--- src/rtl/onchip_mem_copy_master.sv ---
// onchip_mem_copy_master
// Avalon-MM master that copies a block of words from one word-address range
// to another, one read followed by one write per word.
// Optional build macro: COPY_MASTER_CHECKSUM_EN adds a 32-bit running sum of
// all written words on output port checksum.
//
// Handshake: a request (m_read or m_write, with m_chipselect) is accepted on
// the rising edge where m_waitrequest is low; while m_waitrequest is high the
// address, data and control outputs are held unchanged.
// The FSM state is visible for debug as state_q (type copy_state_t).
module onchip_mem_copy_master #(
  parameter int ADDR_W       = 14,
  parameter int DATA_W       = 32,
  parameter int READ_LATENCY = 1
) (
  input  logic                clk,
  input  logic                reset,
  input  logic                start,
  input  logic [ADDR_W-1:0]   src_addr,
  input  logic [ADDR_W-1:0]   dst_addr,
  input  logic [ADDR_W:0]     length,
  output logic                busy,
  output logic                done,
  output logic [ADDR_W-1:0]   m_address,
  output logic                m_chipselect,
  output logic                m_read,
  output logic                m_write,
  output logic [DATA_W/8-1:0] m_byteenable,
  output logic [DATA_W-1:0]   m_writedata,
  input  logic [DATA_W-1:0]   m_readdata,
  input  logic                m_waitrequest
`ifdef COPY_MASTER_CHECKSUM_EN
  ,
  output logic [31:0]         checksum
`endif
);

  typedef enum logic [2:0] {
    IDLE  = 3'd0,
    READ  = 3'd1,
    RWAIT = 3'd2,
    WRITE = 3'd3,
    DONE  = 3'd4
  } copy_state_t;

  // Last value of the latency counter: readdata is sampled when it is reached.
  localparam logic [1:0]    LAT_LAST = 2'(READ_LATENCY - 1);
  localparam logic [ADDR_W:0] IDX_ONE = (ADDR_W+1)'(1);

  copy_state_t       state_q, state_d;
  logic [ADDR_W-1:0] src_q, dst_q;
  logic [ADDR_W:0]   len_q, idx_q, idx_nxt;
  logic [1:0]        lat_q;
  logic [DATA_W-1:0] data_q;
  logic              rd_accept, wr_accept, lat_hit;

  assign idx_nxt   = idx_q + IDX_ONE;
  assign rd_accept = (state_q == READ)  && !m_waitrequest;
  assign wr_accept = (state_q == WRITE) && !m_waitrequest;
  assign lat_hit   = (state_q == RWAIT) && (lat_q == LAT_LAST);

  assign busy        = (state_q != IDLE);
  assign done        = (state_q == DONE);
  assign m_writedata = data_q;

  // State register plus latched job parameters, word index and read data.
  always_ff @(posedge clk) begin
    if (reset) begin
      state_q <= IDLE;
      src_q   <= '0;
      dst_q   <= '0;
      len_q   <= '0;
      idx_q   <= '0;
      lat_q   <= '0;
      data_q  <= '0;
    end else begin
      state_q <= state_d;
      if (state_q == IDLE && start) begin
        src_q <= src_addr;
        dst_q <= dst_addr;
        len_q <= length;
        idx_q <= '0;
      end
      if (rd_accept) lat_q <= '0;
      if (state_q == RWAIT) begin
        if (lat_hit) begin
          data_q <= m_readdata;
          lat_q  <= '0;
        end else begin
          lat_q <= lat_q + 2'd1;
        end
      end
      if (wr_accept) idx_q <= idx_nxt;
    end
  end

  // Next-state selection and bus request outputs decoded from the state.
  always_comb begin
    state_d      = state_q;
    m_chipselect = 1'b0;
    m_read       = 1'b0;
    m_write      = 1'b0;
    m_address    = '0;
    m_byteenable = '0;
    case (state_q)
      IDLE: begin
        if (start) state_d = (length == '0) ? DONE : READ;
      end
      READ: begin
        m_chipselect = 1'b1;
        m_read       = 1'b1;
        m_address    = src_q + idx_q[ADDR_W-1:0];
        if (!m_waitrequest) state_d = RWAIT;
      end
      RWAIT: begin
        if (lat_hit) state_d = WRITE;
      end
      WRITE: begin
        m_chipselect = 1'b1;
        m_write      = 1'b1;
        m_address    = dst_q + idx_q[ADDR_W-1:0];
        m_byteenable = '1;
        if (!m_waitrequest) state_d = (idx_nxt == len_q) ? DONE : READ;
      end
      DONE: begin
        state_d = IDLE;
      end
      default: begin
        state_d = IDLE;
      end
    endcase
  end

`ifdef COPY_MASTER_CHECKSUM_EN
  // Running sum of every accepted write word; cleared when a copy starts.
  always_ff @(posedge clk) begin
    if (reset) begin
      checksum <= '0;
    end else if (state_q == IDLE && start) begin
      checksum <= '0;
    end else if (wr_accept) begin
      checksum <= checksum + 32'(data_q);
    end
  end
`endif

endmodule

--- config.mk ---
export PLATFORM = sky130hd
export DESIGN_NAME = onchip_mem_copy_master
export DESIGN_NICKNAME = d
export VERILOG_FILES = /design/src/rtl/onchip_mem_copy_master.sv
export SDC_FILE = /design/constraint.sdc
export NUM_CORES = 1
export LEC_CHECK = 0
export CORE_MARGIN = 1
export CORE_UTILIZATION = 40
export CTS_CLUSTER_DIAMETER = 50
export CTS_CLUSTER_SIZE = 24
export DETAILED_ROUTE_END_ITERATION = 16
export GPL_ROUTABILITY_DRIVEN = 0
export PLACE_DENSITY = 0.68
export SLEW_MARGIN = 25
export SYNTH_ARGS = -nofsm -noshare
export SYNTH_HDL_FRONTEND = slang
export SYNTH_SLANG_ARGS = --single-unit
--- constraint.sdc ---
create_clock -name clk -period 7.5 [get_ports clk]
set_clock_uncertainty 0.15 [all_clocks]
set_input_delay 1.5 -clock clk [delete_from_list [all_inputs] [get_ports clk]]
set_output_delay 1.5 -clock clk [all_outputs]
set_load 0.05 [all_outputs]
# --- Yosys cells after proc, flatten, opt, wreduce, memory -nomap -nowiden ---
# Index checks and enable logic that the tools add are counted.
classes:
  addsub: 4
  n_eq_ne: 9
  mux: 17
  n_reduce_logical: 14
ops:
  columns: ["operator", "n"]
  rows:
  - ["$mux W15", 2]
  - ["$add A14 B14 Y14", 2]
  - ["$pmux W14 S2", 1]
  - ["$mux W3", 6]
  - ["$add A15 B1 Y15 const B", 1]
  - ["$eq A15 B15 Y1", 1]
  - ["$logic_not A15 Y1", 1]
  - ["$pmux W3 S4", 1]
  - ["$ne A2 B2 Y1 const B", 4]
  - ["$eq A3 B2 Y1 const B", 2]
  - ["$mux W2", 3]
  - ["$logic_and A1 B1 Y1", 4]
  - ["$mux W4", 1]
  - ["$reduce_and A4 Y1", 1]
  - ["$reduce_bool A2 Y1", 2]
  - ["$eq A3 B1 Y1 const B", 1]
  - ["$eq A3 B3 Y1 const B", 1]
  - ["$logic_not A3 Y1", 1]
  - ["$mux W1", 3]
  - ["$reduce_bool A3 Y1", 1]
  - ["$add A2 B1 Y2 const B", 1]
  - ["$logic_not A2 Y1", 1]
  - ["$reduce_and A2 Y1", 1]
  - ["$reduce_or A2 Y1", 1]
  - ["$logic_not A1 Y1", 1]
word_totals:
  register_bits: 95
  input_bits: 79
  wordCells: 51

# --- Depth between registers and ports, before layout ---
depth:
  word_depth: 5
  depth_mapped: 15

# --- Least setup slack after synthesis ---
# Ideal clock, no wire load.
synth_path:
  path_kind: "register to output"
  start: "reg state_q[2]"
  end: "out m_address[12]"
  arrival_time_ns: 3.983
  required_time_ns: 5.850
  path_slack_ns: 1.867
  stages_incl_launch_ff: 16
  path_buffers: 2
  path_cell_list: "dfxtp_1 > clkbuf_1 > nand2b_1 > inv_1 > nand2_1 > buf_2 > mux2_2 > ha_1 > fa_1 > a21oi_1 > o21bai_1 > a21oi_1 > o21ai_0 > o41ai_1 > xor2_1 > nor2_1"
synth_between:
  elab_chain_cells: 2
synth_lines:
  columns: ["item", "line_no", "rtl"]
  rows:
  - ["start, declared", "50", "copy_state_t state_q, state_d;"]
  - ["start signal, assigned", "77", "state_q <= state_d;"]
  - ["$eq A3 B2 Y1 or $eq A3 B1 Y1 (tied branches)", "105", "case (state_q)"]
  - ["$pmux W14 S2 (*)", "105", null]
  - ["end, declared", "24", "output logic [ADDR_W-1:0] m_address,"]
# Mark *: on every way between the ends. The rest lies on a longest branch, timed or not.

# --- Final worst setup path ---
# Ends and elaborated chain as after synthesis.

==> flow_summary.yaml <==
clock_network:
  cts_hold_buf: 0
  cts_resized: 0
  cts_root_buffer: "clkbuf_16"
  clock_path_buffers: 2
  insertion_delay_ns: 0.35
  cts_tree: "yes"
  htreeDepth: 3
  numCtsBuffers: 9
  cts.sinks: 95
  clk_pin_slew_ns: 0.07
  post_cts_buffers: 0
worst_setup_path:
  timing.rr.end: "idx_q[14]"
  cp_slowest_stage_delay_ns: 0.82
  rr_startpoint: "state_q[0]"
  required_ns: 5.85
  cpMostUsedCell: "a21oi_1"
  crit_chain: "nand2b_1 > inv_1 > nand2_1 > mux2_2 > ha_1 > fa_1 > a21oi_1 > o21bai_1 > a21oi_1 > o21ai_0 > o41ai_1 > xor2_1 > nor2_1 > clkdlybuf4s50_1"
  path_class: "register to output pin"
  reg2regPathDepth: 7
  critPathMaxFanout: 16
  crit_slowest_cell: "clkdlybuf4s50_1"
  reg2reg_slack_ns: 4.28
  cp-end-kind: "output pin"
  crit_arrival_ns: 5.15
  cp-start-kind: "register"
power_and_ir_drop:
  p_clk_frac: 0.272
  peakVddDrop_mv: 0.179
  swShare: 0.372
  cell_internal_pwr_uw: 1010
  p_sw_uw: 598
  combPwrFrac: 0.349
  seq_power_share: 0.379
  p_leak_uw: 0.00242
  power.density_nw_per_um2: 247
floorplan:
  pin_count: 134
  die_x_microns: 113
  die_h_microns: 113
  fp.coreArea_sq_um: 12000
  fp-row-count: 40
  die_area_sq_um: 12700
  start_util: 0.409
timing:
  finalHoldViolCount: 0
  fin_crit_ns: 6.80
  setup_viol: 0
  tns_ns: 0
  drv_slew: 0
  fin_crit_sh: 0.907
  maxSlewHeadroom: 0.358
  rsz0062_at_grt: "false"
  worstMarginPinSlew_ns: 0.963
  layout_setup_ws_ns: 0.696
  fmax_mhz: 147
  timing.hold.ws_ns: 0.304
flow_run:
  cap_violations: 0
synthesis:
  synth_cell_types: 54
  synth_edf_count: 0
  syn_inst: 643
  seq_area_frac_synth: 0.389
  synth_largest_area_cell: "dfxtp_1"
  ys.warnings.count: 0
  synth_top_area_frac: 0.389
  synth_seq_cells: 95
  mappedNetlistNets: 738
  syn_area_per_cell_sq_um: 7.60
  synthTopCellsByArea: "dfxtp_1 (39%), nand2_1 (13%), a21oi_1 (10%)"
  syn_area_sq_um: 4890
  ys.flop_type: "dfxtp_1"
  ys_async_sr_fraction: 0
final_layout:
  n_fill_cell: 1153
  nets: 840
  multiInputGateArea_sq_um: 2750
  syn_to_final_growth_pct: 33.0
  diodes: 0
  drive_gt1_frac: 0.0573
  final-seq-area_sq_um: 1900
routing:
  wl_per_cell_microns: 15.0
  viasPerCell: 5.27
  ant_nets: 0
  first_iter_violations: 339
  dr.pass1.iters: 5
  wirelength_mm: 13.4
  drc: 0
  num_vias: 4728
global_route:
  grt_usage: 0.215
  overflow: 0
  grt_pass1_vias: 4456
  antenna_found_initial: 0
  grt_pass1_wl_mm: 21.7
  grt_max_degree: 95
worst_hold_path:
  hold-path-endpoint: "m_writedata[9]"
  worstHoldPathType: "register to register"
  holdPathStages: 2
  min_from: "m_writedata[9]"
placement:
  portBuffers: 133
  hpwlAfterDp_mm: 9.72
  place_ws_ns: 1.10
outcome:
  status: "completed"
-- cell families after synthesis --
logic type	share of synthesized area
buffers and inverters	0.0504
AND/OR/NAND/NOR	0.247
XOR/XNOR	0.0520
AO/OA/AOI/OAI	0.183
flip-flops	0.389
adder cells (fa/ha/maj)	0.0425
multiplexers	0.0361
-- registers in the layout (all words and copies together), names as in the netlist --
signal	cells
idx_q	15
state_q	3
dst_q	14
lat_q	2
src_q	14
m_writedata	32
len_q	15
-- through the flow --
step                      power, uW   util  cell area [sq um]  cells
after CTS                      1620  0.543               6500    897
after global placement         1170  0.519               6210    881
after global routing           1700  0.543               6500    897
final                          1610  0.543               6500    897
after floorplan                1000      -               4890    643
after detailed placement       1180  0.520               6210    881
-- cells in the final DEF, fill, tap and decap left out, drive strengths merged, types with 4 or more instances in the layout --
cell / Yosys / final
nor3: 16 / 16
a31oi: 4 / 4
o21a: 4 / 4
nor2: 45 / 45
inv: 9 / 9
dfxtp: 95 / 95
mux2: 13 / 13
clkdlybuf4s50: 0 / 132
nand2b: 6 / 6
xnor2: 18 / 18
clkbuf: 35 / 11
a311oi: 4 / 4
buf: 10 / 4
nand3: 10 / 10
o21bai: 4 / 4
nor4: 5 / 5
nand4: 4 / 4
a21oi: 100 / 100
o21ai: 17 / 17
ha: 15 / 15
xor2: 11 / 11
and2: 5 / 5
nand2: 173 / 173
-- final cells by class --
type,count,share of cell area
Tap cell,147,0.0283
Inverter,9,0.00520
Clock buffer,11,0.0389
Sequential cell,95,0.293
Multi-Input combinational cell,494,0.423
Timing Repair Buffer,136,0.208
Clock inverter,5,0.00500
-- Yosys cell counts (3+ instances only) --
library cell and instances:
a21oi_1 100, inv_1 9, a31oi_1 4, o21a_1 4, nand2b_1 6, a311oi_1 4
dfxtp_1 95, nor3_1 16, nand3_1 9, or3_1 3, buf_4 5, nor2b_1 3
and2_1 5, mux2_2 13, nor4_1 4, ha_1 15, buf_6 3, clkbuf_1 35
nand4_1 4, mux2i_1 3, nor2_1 44, nand2_1 172, a211o_1 3, a21o_1 3
o21bai_1 4, o21ai_0 17, xor2_1 11, xnor2_1 18
-- critical path, delay by kind of cell, from the launching register on --
| kind | cells | cell delay [ns] |
|---|---|---|
| multiplexers | 1 | 0.41 |
| AND/OR/NAND/NOR | 3 | 1.16 |
| adder cells (fa/ha/maj) | 2 | 0.62 |
| buffers and inverters | 2 | 1.03 |
| XOR/XNOR | 1 | 0.13 |
| flip-flops | 1 | 0.45 |
| AO/OA/AOI/OAI | 5 | 1.00 |
-- how the worst max path moves through the flow --
stage | from | endpoint | slack [ns]
4_1_cts | state_q[2] | m_address[12] | 0.69
6_report | state_q[2] | m_address[12] | 0.70
3_3_place_gp | state_q[2] | m_address[12] | 1.26
2_1_floorplan | state_q[2] | m_address[12] | 1.87
3_5_place_dp | state_q[2] | m_address[12] | 1.10
5_1_grt | state_q[2] | m_address[12] | 0.36
-- power groups by stage --
stage | combinational [uW] | sequential [uW] | clock [uW]
global placement | 550 | 618 | 0
finish | 561 | 609 | 437
detailed placement | 563 | 621 | 0
floorplan | 330 | 671 | 0
global route | 612 | 617 | 467
CTS | 564 | 609 | 449
-- layer usage --
layer | vias up | wire length [microns] | GRT usage
met5 | - | 0 | 0
met4 | 0 | 140 | 0.0747
met3 | 8 | 726 | 0.0513
met2 | 128 | 6630 | 0.364
met1 | 2199 | 5940 | 0.268
li1 | 2393 | - | -
Power figures use the tool's default switching activity.
